### src/rtl/inst_fetch_if.sv
// Fetch-unit bus bundle: instruction-memory req/ack port, redirect input and
// the decoded head-of-buffer valid/ready port towards the control decoder.
interface inst_fetch_if;
    logic        mem_req;
    logic [31:0] mem_addr;
    logic        mem_ack;
    logic [31:0] mem_rdata;
    logic        redirect;
    logic [31:0] redirect_pc;
    logic        inst_valid;
    logic        inst_ready;
    logic [31:0] inst;
    logic [31:0] inst_pc;
    logic [6:0]  opcode;
    logic [4:0]  rd;
    logic [2:0]  func3;
    logic [4:0]  rs1;
    logic [4:0]  rs2;
    logic [6:0]  func7;

    modport master (
        output mem_req, mem_addr, inst_valid, inst, inst_pc,
               opcode, rd, func3, rs1, rs2, func7,
        input  mem_ack, mem_rdata, redirect, redirect_pc, inst_ready
    );

    modport slave (
        input  mem_req, mem_addr, inst_valid, inst, inst_pc,
               opcode, rd, func3, rs1, rs2, func7,
        output mem_ack, mem_rdata, redirect, redirect_pc, inst_ready
    );
endinterface

### src/rtl/inst_fetch.sv
// Instruction fetch unit: PC, single-outstanding memory request, DEPTH-entry
// {word, pc} buffer and redirect handling with discard of in-flight data.
module inst_fetch #(
    parameter int unsigned DEPTH    = 2,
    parameter logic [31:0] RESET_PC = 32'h0000_0000
) (
    input  logic         clk,
    input  logic         rst,
    inst_fetch_if.master bus
);
    localparam int unsigned PW = (DEPTH > 1) ? $clog2(DEPTH) : 1;
    localparam int unsigned CW = $clog2(DEPTH + 1);

    logic [31:0]   pc_q, pc_d;
    logic [31:0]   addr_q, addr_d;
    logic          req_q, req_d;
    logic          drop_q, drop_d;
    logic [PW-1:0] rptr_q, rptr_d;
    logic [PW-1:0] wptr_q, wptr_d;
    logic [CW-1:0] count_q, count_d;
    logic [31:0]   word_mem [DEPTH];
    logic [31:0]   pc_mem   [DEPTH];
    logic          ack_acc, push, pop, valid;
    logic [31:0]   head_word, head_pc;

    always_comb begin
        ack_acc = req_q && bus.mem_ack;
        valid   = (count_q != '0);
        push    = ack_acc && !drop_q && !bus.redirect;
        pop     = valid && bus.inst_ready && !bus.redirect;
        pc_d    = pc_q;
        rptr_d  = rptr_q;
        wptr_d  = wptr_q;
        count_d = count_q;
        drop_d  = drop_q;
        if (bus.redirect) begin
            pc_d    = {bus.redirect_pc[31:2], 2'b00};
            rptr_d  = '0;
            wptr_d  = '0;
            count_d = '0;
            // a request still in flight after this edge returns stale data
            drop_d  = req_q && !bus.mem_ack;
        end else begin
            drop_d = drop_q && !ack_acc;
            if (push) begin
                pc_d   = pc_q + 32'd4;
                wptr_d = wptr_q + PW'(1);
            end
            if (pop) begin
                rptr_d = rptr_q + PW'(1);
            end
            count_d = count_q + CW'(push) - CW'(pop);
        end
        // an unacked request is held; otherwise issue only if its word has a slot
        if (req_q && !bus.mem_ack) begin
            req_d  = 1'b1;
            addr_d = addr_q;
        end else begin
            req_d  = (count_d < CW'(DEPTH));
            addr_d = pc_d;
        end
    end

    always_ff @(posedge clk or posedge rst) begin
        if (rst) begin
            pc_q    <= RESET_PC;
            addr_q  <= RESET_PC;
            req_q   <= 1'b0;
            drop_q  <= 1'b0;
            rptr_q  <= '0;
            wptr_q  <= '0;
            count_q <= '0;
        end else begin
            pc_q    <= pc_d;
            addr_q  <= addr_d;
            req_q   <= req_d;
            drop_q  <= drop_d;
            rptr_q  <= rptr_d;
            wptr_q  <= wptr_d;
            count_q <= count_d;
        end
    end

    always_ff @(posedge clk) begin
        if (push) begin
            word_mem[wptr_q] <= bus.mem_rdata;
            pc_mem[wptr_q]   <= addr_q;
        end
    end

    // outputs read zero while the buffer is empty
    assign head_word = valid ? word_mem[rptr_q] : '0;
    assign head_pc   = valid ? pc_mem[rptr_q]   : '0;

    assign bus.mem_req    = req_q;
    assign bus.mem_addr   = addr_q;
    assign bus.inst_valid = valid;
    assign bus.inst       = head_word;
    assign bus.inst_pc    = head_pc;
    assign bus.opcode     = head_word[6:0];
    assign bus.rd         = head_word[11:7];
    assign bus.func3      = head_word[14:12];
    assign bus.rs1        = head_word[19:15];
    assign bus.rs2        = head_word[24:20];
    assign bus.func7      = head_word[31:25];
endmodule

### src/flat_wrapper.sv
// flat-port wrapper written by rule: the top's interface ports become plain ports
module inst_fetch_flat 
#(
    parameter int unsigned DEPTH    = 2,
    parameter logic [31:0] RESET_PC = 32'h0000_0000
)
  (clk, rst, bus_mem_req, bus_mem_addr, bus_inst_valid, bus_inst, bus_inst_pc, bus_opcode, bus_rd, bus_func3, bus_rs1, bus_rs2, bus_func7, bus_mem_ack, bus_mem_rdata, bus_redirect, bus_redirect_pc, bus_inst_ready);
  inst_fetch_if bus_i ();
  input  logic clk;
  input  logic rst;
  output wire logic [$bits(bus_i.mem_req)-1:0] bus_mem_req;
  output wire logic [$bits(bus_i.mem_addr)-1:0] bus_mem_addr;
  output wire logic [$bits(bus_i.inst_valid)-1:0] bus_inst_valid;
  output wire logic [$bits(bus_i.inst)-1:0] bus_inst;
  output wire logic [$bits(bus_i.inst_pc)-1:0] bus_inst_pc;
  output wire logic [$bits(bus_i.opcode)-1:0] bus_opcode;
  output wire logic [$bits(bus_i.rd)-1:0] bus_rd;
  output wire logic [$bits(bus_i.func3)-1:0] bus_func3;
  output wire logic [$bits(bus_i.rs1)-1:0] bus_rs1;
  output wire logic [$bits(bus_i.rs2)-1:0] bus_rs2;
  output wire logic [$bits(bus_i.func7)-1:0] bus_func7;
  input wire logic [$bits(bus_i.mem_ack)-1:0] bus_mem_ack;
  input wire logic [$bits(bus_i.mem_rdata)-1:0] bus_mem_rdata;
  input wire logic [$bits(bus_i.redirect)-1:0] bus_redirect;
  input wire logic [$bits(bus_i.redirect_pc)-1:0] bus_redirect_pc;
  input wire logic [$bits(bus_i.inst_ready)-1:0] bus_inst_ready;
  assign bus_mem_req = bus_i.mem_req;
  assign bus_mem_addr = bus_i.mem_addr;
  assign bus_inst_valid = bus_i.inst_valid;
  assign bus_inst = bus_i.inst;
  assign bus_inst_pc = bus_i.inst_pc;
  assign bus_opcode = bus_i.opcode;
  assign bus_rd = bus_i.rd;
  assign bus_func3 = bus_i.func3;
  assign bus_rs1 = bus_i.rs1;
  assign bus_rs2 = bus_i.rs2;
  assign bus_func7 = bus_i.func7;
  assign bus_i.mem_ack = bus_mem_ack;
  assign bus_i.mem_rdata = bus_mem_rdata;
  assign bus_i.redirect = bus_redirect;
  assign bus_i.redirect_pc = bus_redirect_pc;
  assign bus_i.inst_ready = bus_inst_ready;
  inst_fetch #(.DEPTH(DEPTH), .RESET_PC(RESET_PC)) u_core (.clk(clk), .rst(rst), .bus(bus_i));
endmodule
### config.mk
export PLATFORM = sky130hd
export DESIGN_NAME = inst_fetch_flat
export DESIGN_NICKNAME = d
export VERILOG_FILES = /design/src/rtl/inst_fetch_if.sv /design/src/rtl/inst_fetch.sv /design/src/flat_wrapper.sv
export SDC_FILE = /design/constraint.sdc
export NUM_CORES = 1
export LEC_CHECK = 0
export CORE_MARGIN = 2
export CORE_UTILIZATION = 55
export DETAILED_ROUTE_END_ITERATION = 8
export DONT_BUFFER_PORTS = 1
export GPL_TIMING_DRIVEN = 0
export PLACE_DENSITY = 0.69
export SETUP_SLACK_MARGIN = 0.05
export SLEW_MARGIN = 20
export SYNTH_ARGS = -nofsm -noshare
export SYNTH_HDL_FRONTEND = slang
export SYNTH_SLANG_ARGS = --single-unit
### constraint.sdc
create_clock -name clk -period 6.9 [get_ports clk]
set_input_delay 1.38 -clock clk [delete_from_list [all_inputs] [get_ports clk]]
set_output_delay 1.38 -clock clk [all_outputs]
set_load 0.01 [all_outputs]
# Word-level counts from Yosys, hierarchy flattened
# Memory sizes are Yosys's and may differ from the RTL's.
# Cells that the tools add are included.
# op_classes
addsub	5
order_cmp	1
mux	13
n_reduce_logical	14
# op_table
cell	n
$mux 32	4
$add 32x3->32 const B	1
$mux 1	8
$logic_and 1x1->1	7
$reduce_bool 2->1	3
$logic_not 1->1	4
$add 1x1->1 const B	2
$add 2x1->2	1
$lt 2x2->1 const B	1
$mux 2	1
$sub 2x1->2	1
# word_totals
regBits	70
ramBits	128
input_bits	69
out_inout_bits	130
word_cells	42
n_memories	2
# memory_table
memory	words	word_bits	read_ports	rd_ports_with_merged_regs	wr	line_no	source
u_core.pc_mem	2	32	1	0	1	inst_fetch.sv:22	logic [31:0] pc_mem [DEPTH];
u_core.word_mem	2	32	1	0	1	inst_fetch.sv:21	logic [31:0] word_mem [DEPTH];

# Logic depth before layout (Yosys ltp)
# logic_depth
depth_word	8
depth_mapped	11
mapped_depth_nobuf	11

# Least setup slack after synthesis
# OpenSTA, ideal clock, no wires.
# synth_timing
kind	in2reg
from	input bus_redirect
to	memory u_core.pc_mem[0][0], enable pin
setup_time_ps	565
arrival_ps	6361
t_required_ps	6335
slack_ps	-26
path_stages	4
path_buffers	3
path_cell_list	clkbuf_1 clkbuf_1 clkbuf_1 nor3_1
# synth_between
elab_chain_cells	4
# synth_rtl
element	line_no	source
start: declaration	flat_wrapper.sv:24	input wire logic [$bits(bus_i.redirect)-1:0] bus_redirect;
$logic_not 1->1	inst_fetch.sv:29	push = ack_acc && !drop_q && !bus.redirect;
$logic_and 1x1->1	inst_fetch.sv:29	
$mux 1	inst_fetch.sv:85	if (push) begin
$mux 1 (not written as such)	inst_fetch.sv:87	pc_mem[wptr_q] <= addr_q;
end: declaration	inst_fetch.sv:22	
# Every way passes these cells.

# Final worst setup path
# layout_timing
from	register u_core.rptr_q
to	output bus_opcode[0]
# layout_between
elab_chain_cells	2
# layout_rtl
element	line_no	source
start: declaration	inst_fetch.sv:18	logic [PW-1:0] rptr_q, rptr_d;
start signal: assignment	inst_fetch.sv:78	rptr_q <= rptr_d;
$mem_v2 2x32	n/a	
$mux 32	inst_fetch.sv:92	assign head_word = valid ? word_mem[rptr_q] : '0;
end: declaration	flat_wrapper.sv:16	output wire logic [$bits(bus_i.opcode)-1:0] bus_opcode;
# Every way passes these cells.

==> results.json <==
{
  "layout-drive-gt1-share_pct": 16.07,
  "ys.warnings.count": 0,
  "grt_overflow": 0,
  "core_um2": 15150,
  "cp-start-kind": "flip-flop",
  "fin_ws_ps": 2887,
  "period_needed_ps": 4013,
  "routed_via_density": 5.700,
  "ios": 199,
  "layout_common_cells": "edfxtp_1, nor2_1, dfrtp_1",
  "clk_pin_slew_worst_paths_ps": 70,
  "critPathArrivalTime_ps": 2630,
  "path_cells": "clkbuf_1, clkbuf_1, mux2i_1, nor2_1, buf_4",
  "cts_buffers": 17,
  "end_kind": "output port",
  "slew_headroom_pct": 40.70,
  "chipHeight_um": 128.2,
  "antenna_cells": 0,
  "outcome": "finished, final reports clean",
  "dp_worst_setup_slack_ps": 2942,
  "start_util_pct": 56.04,
  "ys_seq_area_share_pct": 65.92,
  "final_cells": 860,
  "h-tree-depth": 4,
  "post-cts-setup-buffers": 0,
  "setup_tns_ps": 0,
  "comb_power_share_pct": 16.1,
  "cts_hold_buf": 0,
  "synth_ff_type": "edfxtp_1",
  "first_iter_violations": 241,
  "row_count": 45,
  "routabilityCongestion": 0.8785,
  "hold_viol_final": 0,
  "maxCapViolCount": 0,
  "synth_fp_nets": 706,
  "grt_pass1_wl_um": 26640,
  "maxSlewViolCount": 0,
  "grt_pass1_vias": 4945,
  "cts-resized-gates": 0,
  "wl_um": 17480,
  "die-area_um2": 16440,
  "clockPowerShare_pct": 34.0,
  "ys_ff_latch": 198,
  "cts_max_path_buffers": 2,
  "cp.required_ps": 5520,
  "setup_viol": 0,
  "met3_usage_pct": 9.558,
  "cts_tree": "built",
  "gr-usage-all-layers_pct": 21.62,
  "dpl.cell_count": 828,
  "clk_latency_ps": 420,
  "period_share_pct": 58.16,
  "route.detailed.drc": 0,
  "layout_commonest_cell": "edfxtp_1",
  "vias": 4902,
  "port_buffers": 0,
  "hp-class": "reg -> reg",
  "slowest_delay_ps": 620,
  "synth_edf_count": 128,
  "syn_area_um2": 8488,
  "worstMarginPinSlew_ps": 889.4,
  "nFillCells": 1143,
  "cp.buffers_inverters": 3,
  "crit_family": "buffers and inverters",
  "wl_per_cell_um": 20.32,
  "cts_sinks": 198,
  "async_reset_ff_share_pct": 35.35,
  "fp.dieW_um": 128.2,
  "p_switching_mw": 0.7974,
  "seqCellArea_um2": 5595,
  "slowest_stage": "clkbuf_1",
  "ir_worst_vdd_mv": 0.1583,
  "busiest_layer": "met2",
  "cts_root_buffer": "clkbuf_16",
  "path_common_cell": "clkbuf_1",
  "max_freq_ghz": 0.2492,
  "layout.nets": 731,
  "sw_frac_of_total_pct": 27.31,
  "drt_first_pass_iters": 5,
  "leakage_nw": 3.473,
  "grt_use_met1_pct": 25.21,
  "power_per_cell_area_nw_per_um2": 309.1,
  "synthCells": 634,
  "finalClockSkew_ps": 7.556,
  "worstPathMaxFanout": 10,
  "rsz0062_at_grt": "false",
  "area_delta_synth_final_pct": 11.29,
  "dp_hpwl_um": 12440,
  "synthDistinctLibCells": 50,
  "p_int_mw": 2.122,
  "p_seq_share_pct": 49.9,
  "grt_use_met2_pct": 36.30,
  "avgSynthCellArea_um2": 13.39,
  "antenna_found_initial": 0,
  "multi_input_area_um2": 2455,
  "grt_start_max_net_pins": 54,
  "drtAntennaViolNets": 0,
  "critPathKind": "reg -> out"
}
-- per-layer routing --
layer | vias up | part of all wire [%]
met5 | - | 0
met4 | 0 | 0.88
met3 | 13 | 9.2
met2 | 162 | 50
met1 | 2423 | 40
li1 | 2304 | -
-- stage by stage --
step / hold WS, ps / power (mW) / util (%) / area [um^2]
finish: 545.8 / 2.920 / 62.37 / 9447
global route: 556.7 / 3.042 / 62.37 / 9447
CTS: 534.1 / 2.947 / 62.37 / 9447
detailed placement: 519.0 / 1.959 / 58.48 / 8857
global placement: 505.2 / 1.939 / 57.63 / 8728
floorplan: 479.0 / 1.835 / - / 8493
-- cell families (layout without fill, tap and decap cells) --
family	count (synthesis)	in the layout	share of synthesized area (%)
flip-flops	198	198	65.92
AND/OR/NAND/NOR	198	198	11.41
multiplexers	86	86	10.44
buffers and inverters	78	116	5.351
AO/OA/AOI/OAI	49	49	4.172
XOR/XNOR	22	22	2.270
adder cells (fa/ha/maj)	3	3	0.4423
-- cell type report --
| class | instances | share of cell area, % |
|---|---|---|
| Clock buffer | 20 | 4.623 |
| Timing Repair Buffer | 6 | 1.219 |
| Tap cell | 188 | 2.490 |
| Clock inverter | 12 | 1.616 |
| Multi-Input combinational cell | 358 | 25.99 |
| Buffer | 67 | 4.371 |
| Inverter | 11 | 0.4636 |
| Sequential cell | 198 | 59.23 |
-- Yosys cell counts (4+ instances only) --
cell type	n	area share, %
edfxtp_1	128	45
nor2_1	88	3.9
dfrtp_1	70	21
mux2i_1	66	7.8
nand2_1	36	1.6
buf_4	32	2.8
clkbuf_1	26	1.1
mux2_2	20	2.7
xor2_1	13	1.3
and3_1	12	0.88
o21ai_0	12	0.71
a221o_1	11	1.3
inv_1	11	0.49
nand3_1	11	0.65
xnor2_1	9	0.93
a21oi_1	7	0.41
o31ai_1	7	0.62
nand4_1	6	0.44
nor3_1	6	0.35
a31oi_1	5	0.37
nor2b_1	5	0.37
or3_1	5	0.37
buf_1	4	0.18
clkbuf_8	4	0.65
or4_1	4	0.35
-- final timing paths --
| check | from | to | slack (ps) | cells after the start |
|---|---|---|---|---|
| worst max-delay path | u_core.rptr_q | bus_opcode[0] | 2890 | 5 |
| max in group asynchronous | rst | u_core.pc_q[22] | 5590 | 2 |
| worst min-delay path | u_core.pc_q[0] | u_core.pc_q[0] | 550 | 1 |
| worst min register to register | u_core.pc_q[0] | u_core.pc_q[0] | 550 | 1 |
| worst max register to register | u_core.bus.mem_req | u_core.bus.mem_addr[15] | 4540 | 6 |
| min in group asynchronous | rst | u_core.bus.mem_addr[4] | 770 | 1 |
-- power by group through the flow --
stage                     combinational, mW  clock [mW]  sequential (mW)
final                                 0.469       0.993             1.46
after detailed placement              0.476           0             1.48
after global routing                  0.515        1.06             1.47
after global placement                0.456           0             1.48
after floorplan                       0.376           0             1.46
after CTS                             0.479        1.01             1.46
-- sequential cells by signal, indices dropped and copies added, names as in the netlist --
register / flops
u_core.pc_mem: 64
u_core.word_mem: 64
u_core.bus.mem_addr: 32
u_core.pc_q: 32
u_core.count_q: 2
u_core.bus.mem_req: 1
u_core.drop_q: 1
u_core.rptr_q: 1
u_core.wptr_q: 1
(Power assumes the default switching activity.)
